[config.mk]
export PLATFORM = sky130hd
export DESIGN_NAME = rlc_mul
export DESIGN_NICKNAME = d
export VERILOG_FILES = /design/src/rtl/rlc_pkg.sv /design/src/rtl/rlc_step.sv /design/src/rtl/rlc_mul.sv
export SDC_FILE = /design/constraint.sdc
export NUM_CORES = 1
export LEC_CHECK = 0
export CAP_MARGIN = 20
export CORE_ASPECT_RATIO = 2
export CORE_UTILIZATION = 35
export DETAILED_ROUTE_END_ITERATION = 8
export GPL_TIMING_DRIVEN = 0
export PLACE_DENSITY = 0.62
export SLEW_MARGIN = 20
export SYNTH_ARGS = -nofsm -noshare
export SYNTH_HDL_FRONTEND = slang
export SYNTH_SLANG_ARGS = --single-unit
[constraint.sdc]
create_clock -name clk -period 5 [get_ports clk]
set_input_delay 1.5 -clock clk [delete_from_list [all_inputs] [get_ports clk]]
set_output_delay 1.5 -clock clk [all_outputs]
set_load 0.01 [all_outputs]
[src/rtl/rlc_pkg.sv]
// Shared types and helpers for the rotation-mode linear CORDIC multiplier.
// Latency: n/a (package only).
// Backpressure: n/a (package only).
//
// Contents: FSM state enum, step-constant helper, counter-width helper.
package rlc_pkg;

  typedef enum logic [1:0] {
    IDLE = 2'd0,
    RUN  = 2'd1,
    DONE = 2'd2
  } rlc_state_t;

  // Step constant for iteration k: 1.0 (1<<quan) shifted right by k.
  // The value is always positive, so a logical shift equals the arithmetic one.
  // Returned wide; callers size-cast it to their data width.
  function automatic logic [63:0] step_const(input int quan, input int k);
    return (64'd1 << quan) >> k;
  endfunction

  // Iteration counter width: $clog2(iter), never less than one bit.
  function automatic int cnt_w(input int iter);
    return (iter <= 1) ? 1 : $clog2(iter);
  endfunction

endpackage

[src/rtl/rlc_step.sv]
// One linear-CORDIC rotation-mode micro-rotation (drives z toward zero, accumulates x*z into y).
// Latency: combinational, zero cycles.
// Backpressure: none; pure function of its inputs.
//
// Ports:
//   x, y, z : current multiplicand, accumulator and residual (signed two's complement)
//   k       : iteration index selecting the shift amount
//   y_next  : y +/- (x >>> k)
//   z_next  : z -/+ (1.0 >>> k)
module rlc_step
  import rlc_pkg::*;
#(
  parameter int DATA_WIDTH  = 32,
  parameter int CORDIC_QUAN = 16,
  parameter int KW          = 4
) (
  input  logic signed [DATA_WIDTH-1:0] x,
  input  logic signed [DATA_WIDTH-1:0] y,
  input  logic signed [DATA_WIDTH-1:0] z,
  input  logic        [KW-1:0]         k,
  output logic signed [DATA_WIDTH-1:0] y_next,
  output logic signed [DATA_WIDTH-1:0] z_next
);

  logic signed [DATA_WIDTH-1:0] x_shift;
  logic signed [DATA_WIDTH-1:0] step;
  logic                         z_neg;

  assign x_shift = x >>> k;
  assign step    = DATA_WIDTH'(step_const(CORDIC_QUAN, int'(k)));
  // z == 0 counts as non-negative and still takes a step; the residual then
  // oscillates around zero and the final error stays within one LSB step.
  assign z_neg   = z[DATA_WIDTH-1];

  always_comb begin
    if (z_neg) begin
      y_next = y - x_shift;
      z_next = z + step;
    end else begin
      y_next = y + x_shift;
      z_next = z - step;
    end
  end

endmodule

[src/rtl/rlc_mul.sv]
// Iterative shift/add multiplier: y_out = y_in + x_in*z_in, one micro-rotation per clock.
// Latency: accept at cycle t, out_valid at t+ITER+1; one result per ITER+1 cycles back-to-back.
// Backpressure: valid/ready; result held stable in DONE until out_ready, in_ready low while busy.
//
// Ports:
//   clk, rst              : clock and synchronous active-high reset
//   in_valid/in_ready     : operand handshake for x_in, y_in, z_in
//   out_valid/out_ready   : result handshake for y_out, z_out
//   y_out                 : accumulated product
//   z_out                 : residual (close to zero when z_in is in range)
module rlc_mul
  import rlc_pkg::*;
#(
  parameter int DATA_WIDTH  = 32,
  parameter int CORDIC_QUAN = 16,
  parameter int ITER        = 16
) (
  input  logic                  clk,
  input  logic                  rst,
  input  logic                  in_valid,
  output logic                  in_ready,
  input  logic [DATA_WIDTH-1:0] x_in,
  input  logic [DATA_WIDTH-1:0] y_in,
  input  logic [DATA_WIDTH-1:0] z_in,
  output logic                  out_valid,
  input  logic                  out_ready,
  output logic [DATA_WIDTH-1:0] y_out,
  output logic [DATA_WIDTH-1:0] z_out
);

  localparam int            KW     = cnt_w(ITER);
  localparam logic [KW-1:0] K_LAST = KW'(ITER - 1);

  rlc_state_t state, state_next;

  logic        [KW-1:0]         k;
  logic signed [DATA_WIDTH-1:0] x_r, y_r, z_r;
  logic signed [DATA_WIDTH-1:0] y_next, z_next;
  logic                         load, step_en;

  rlc_step #(
    .DATA_WIDTH (DATA_WIDTH),
    .CORDIC_QUAN(CORDIC_QUAN),
    .KW         (KW)
  ) u_step (
    .x     (x_r),
    .y     (y_r),
    .z     (z_r),
    .k     (k),
    .y_next(y_next),
    .z_next(z_next)
  );

  always_comb begin
    state_next = state;
    load       = 1'b0;
    step_en    = 1'b0;
    case (state)
      IDLE: begin
        if (in_valid) begin
          load       = 1'b1;
          state_next = RUN;
        end
      end
      RUN: begin
        step_en = 1'b1;
        if (k == K_LAST) state_next = DONE;
      end
      DONE: begin
        if (out_ready) begin
          // Consume and accept in the same cycle to keep back-to-back throughput.
          if (in_valid) begin
            load       = 1'b1;
            state_next = RUN;
          end else begin
            state_next = IDLE;
          end
        end
      end
      default: state_next = IDLE;
    endcase
  end

  always_ff @(posedge clk) begin
    if (rst) begin
      state <= IDLE;
      k     <= '0;
      x_r   <= '0;
      y_r   <= '0;
      z_r   <= '0;
    end else begin
      state <= state_next;
      if (load) begin
        x_r <= x_in;
        y_r <= y_in;
        z_r <= z_in;
        k   <= '0;
      end else if (step_en) begin
        y_r <= y_next;
        z_r <= z_next;
        k   <= k + KW'(1);
      end
    end
  end

  // Ready is held low during reset so nothing is handed over that reset would drop.
  assign in_ready  = !rst && ((state == IDLE) || ((state == DONE) && out_ready));
  assign out_valid = (state == DONE);
  assign y_out     = y_r;
  assign z_out     = z_r;

endmodule

==> results.yml <==
status:
  status: "finished clean"
setup_path:
  crit_family: "compound AO/OA/AOI/OAI gates"
  cpPeakStageDelay_ns: 0.49
  cp_cell_sequence: "buf_8 -> buf_12 -> mux4_2 -> and2_4 -> inv_2 -> nand2_1 -> nand2_1 -> o21a_1 -> ha_4 -> nand2_8 -> o21ai_0 -> xor2_1 -> ha_2 -> o21a_1 -> o22ai_1 -> a21oi_4 -> o211ai_1 -> buf_4 -> a211oi_4 -> o21bai_2 -> o211ai_1 -> a2111oi_2 -> a311o_1"
  crit_type: "reg -> reg"
  path_buf_inv: 4
  crit_fanout: 8
  required_ns: 5.28
  cp-start-kind: "register"
  arrival_ns: 5.22
  endpoint_kind: "register"
  cp_slowest_cell: "mux4_2"
final_layout:
  nNetsFinal: 1765
  fin_area_um2: 14100
  fillCellCount: 2981
  area_growth_pct: 33.8
  utilization: 0.477
  layout.cells.non_filler: 1963
  n_antenna_cell: 0
  layout-drive-gt1-share: 0.153
yosys:
  synth_area_leaders: "dfxtp_1 (19%), ha_1 (8.2%), nand2_1 (7.2%)"
  synth_cell_types: 82
  ys.flop_type: "dfxtp_1"
  async_flop_share: 0
  yosysTopAreaCell: "dfxtp_1"
  avgSynthCellArea_um2: 7.64
  synth_enable_flop_cells: 0
  synth.yosys.seq_area_share: 0.194
  syn_inst: 1376
  synth_nets: 1547
  yosysTopAreaCellShare: 0.194
  syn_area_um2: 10500
  synth_warnings: 0
  synth-seq-cells: 102
power:
  switchingPower_w: 0.00215
  p_leak_nw: 5.42
  swShare: 0.452
  power.density_nw_per_um2: 339
  pwr-share-comb: 0.607
  p_seq_frac: 0.216
  pwr-share-clk: 0.177
  ir_drop_uv: 211
  p_int_w: 0.00262
global_route:
  gr-usage-met1: 0.283
  grt_antenna_before_repair: 0
  grt_pass1_wl_mm: 72.9
  grt_max_degree: 18
  grt_use_met2: 0.598
  grt-busiest-layer: "met2"
  met3_usage: 0.0532
  grt_pass1_vias: 12000
  overflow: 0
  grt_usage: 0.321
cts:
  cts_sinks: 102
  cts-hold-fix-buffers: 0
  cts_tree: "yes"
  cts_buffers: 9
  cts_htree_levels: 3
  clkSlewWorstSetupHoldPaths_ns: 0.08
  ctsLongestPathBuffers: 2
  cts-root-buf: "clkbuf_16"
  clock_latency_ns: 0.40
routing:
  vias: 12100
  totalWireLength_mm: 50.2
  routedWlPerCell_um: 25.6
  viasPerCell: 6.15
  ant_nets: 0
  drt_first_pass_iters: 5
  route.detailed.drc: 0
  dr.first_iter.drc_count: 769
timing:
  slew_headroom: 0.250
  finalSetupTns_ns: 0
  clock.fmax_ghz: 0.202
  fin_crit_ns: 4.94
  worst_clock_skew_ns: 0.0139
  worst_pin_slew_ns: 1.13
  slew_viol_final: 0
  period_share: 0.988
  hold_viol_final: 0
  timing.final.ws_setup_ns: 0.0597
  setup_viol: 0
floorplan:
  initial_core_util: 0.356
  coreArea_um2: 29500
  dieArea_um2: 30800
  ioPinCount: 166
  chipWidth_um: 125
  dieHeight_um: 247
  rows: 89
placement:
  port_buffers: 164
  placed_cell_area_um2: 12600
  routabilityCongestion: 1.03
  post-place-ws_ns: -1.96
  dp_hpwl_mm: 39.3
  placedCellCount: 1904
job:
  maxCapViolations: 0
worst_hold_path:
  hp-class: "reg -> reg"
## layout by cell type, fill, tap and decap left out, types with 8 or more instances in the layout
cell             Yosys  routed
nand3_1             28      25
or3_1                8       8
a31oi_1             17      16
o21ai_2              0       8
o21bai_1             9       8
buf_4                9      52
nand2_1            202     201
a2111oi_0           11      10
clkbuf_16            0      11
ha_1                69      58
nand2b_1            17      17
o22ai_1             11      10
inv_1               29      27
dfxtp_1            102      99
a21oi_1            140     126
a21o_1              32      32
mux2i_1             37      30
mux4_2              17      20
buf_6                4      10
a22oi_1             13      12
xnor2_1             43      41
o21ai_0             61      47
clkbuf_1            54      44
nor2_1             121     115
nor3_1              29      27
a311oi_1            24      22
xor2_1              35      34
o211ai_1            16      16
buf_1               14      11
a211oi_1            22      19
nor2b_1             15      13
a21oi_2              0      11
and2_1              19      15
clkdlybuf4s50_1      0     164
o21a_1              16      15
## Yosys cell counts, drive strengths merged, types with 13 or more instances
| cell | n |
|---|---|
| a211oi | 22 |
| a21o | 32 |
| a21oi | 140 |
| a22oi | 13 |
| a311oi | 24 |
| a31oi | 18 |
| and2 | 19 |
| buf | 38 |
| clkbuf | 54 |
| dfxtp | 102 |
| ha | 69 |
| inv | 30 |
| mux2i | 37 |
| mux4 | 25 |
| nand2 | 202 |
| nand2b | 17 |
| nand3 | 28 |
| nor2 | 121 |
| nor2b | 15 |
| nor3 | 32 |
| o211ai | 16 |
| o21a | 16 |
| o21ai | 64 |
| xnor2 | 43 |
| xor2 | 35 |
## power groups by stage
stage	logic [W]	registers [W]	clock network, W
finish	0.00289	0.00103	0.000847
global route	0.00308	0.00104	0.000887
CTS	0.00264	0.00103	0.000857
detailed placement	0.00245	0.00104	0
global placement	0.00244	0.00104	0
floorplan	0.00162	0.00103	0
## worst reg2reg max path, delay by kind of cell (launching register included)
kind	cells	cell delay (ns)
AOI/OAI and AO/OA	11	2.26
buffers and inverters	4	0.50
muxes	1	0.49
adders and majority gates	2	0.47
DFF	1	0.39
xor gates and xnor gates	1	0.39
and+or+nand+nor	4	0.34
## kinds of logic after synthesis
group | share of synthesized area
xor gates and xnor gates | 0.0650
AOI/OAI and AO/OA | 0.285
adders and majority gates | 0.0860
and+or+nand+nor | 0.215
DFF | 0.194
buffers and inverters | 0.0550
muxes | 0.0992
## repair_timing
action	4_1_cts	5_1_grt
resized for setup	118	83
setup buffers	22	25
pin swaps	22	38
setup endpoints to repair	55	28
gates cloned	1	0
## metrics by stage
step / total power (W) / hold slack [ns]
final: 0.00477 / 0.458
after global routing: 0.00501 / 0.492
after CTS: 0.00452 / 0.461
after detailed placement: 0.00350 / 0.451
after global placement: 0.00348 / 0.444
after floorplan: 0.00265 / 0.433
## routing by layer
| metal | wire [µm] | vias up |
|---|---|---|
| met4 | 5290 | 0 |
| li1 | - | 5527 |
| met5 | 0 | - |
| met2 | 26200 | 583 |
| met1 | 16100 | 5732 |
| met3 | 2610 | 228 |
## registers in the layout (all words and copies together), names as in the netlist
register  cells
state         2
x_r          32
k             4
z_out        32
y_out        32
## path summary, 6_finish.rpt
path,startpoint,to,slack [ns],depth (start not counted)
min,x_r[1],x_r[1],0.46,2
max reg2reg,k[1],y_out[23],0.06,23
max,k[1],y_out[23],0.06,23
min reg2reg,x_r[1],x_r[1],0.46,2
## area by class of cell
cell class / instances / area [µm²] / share of cell area
buffer: 88 / 619 / 0.0440
clock buffer: 10 / 239 / 0.0170
clock inverter: 6 / 92.6 / 0.00658
inverter: 31 / 125 / 0.00890
multi-input combinational: 1150 / 8460 / 0.602
sequential: 102 / 2050 / 0.146
tap: 364 / 455 / 0.0324
timing repair buffer: 212 / 2020 / 0.144
Note: power is estimated with default switching activity, not from simulation.
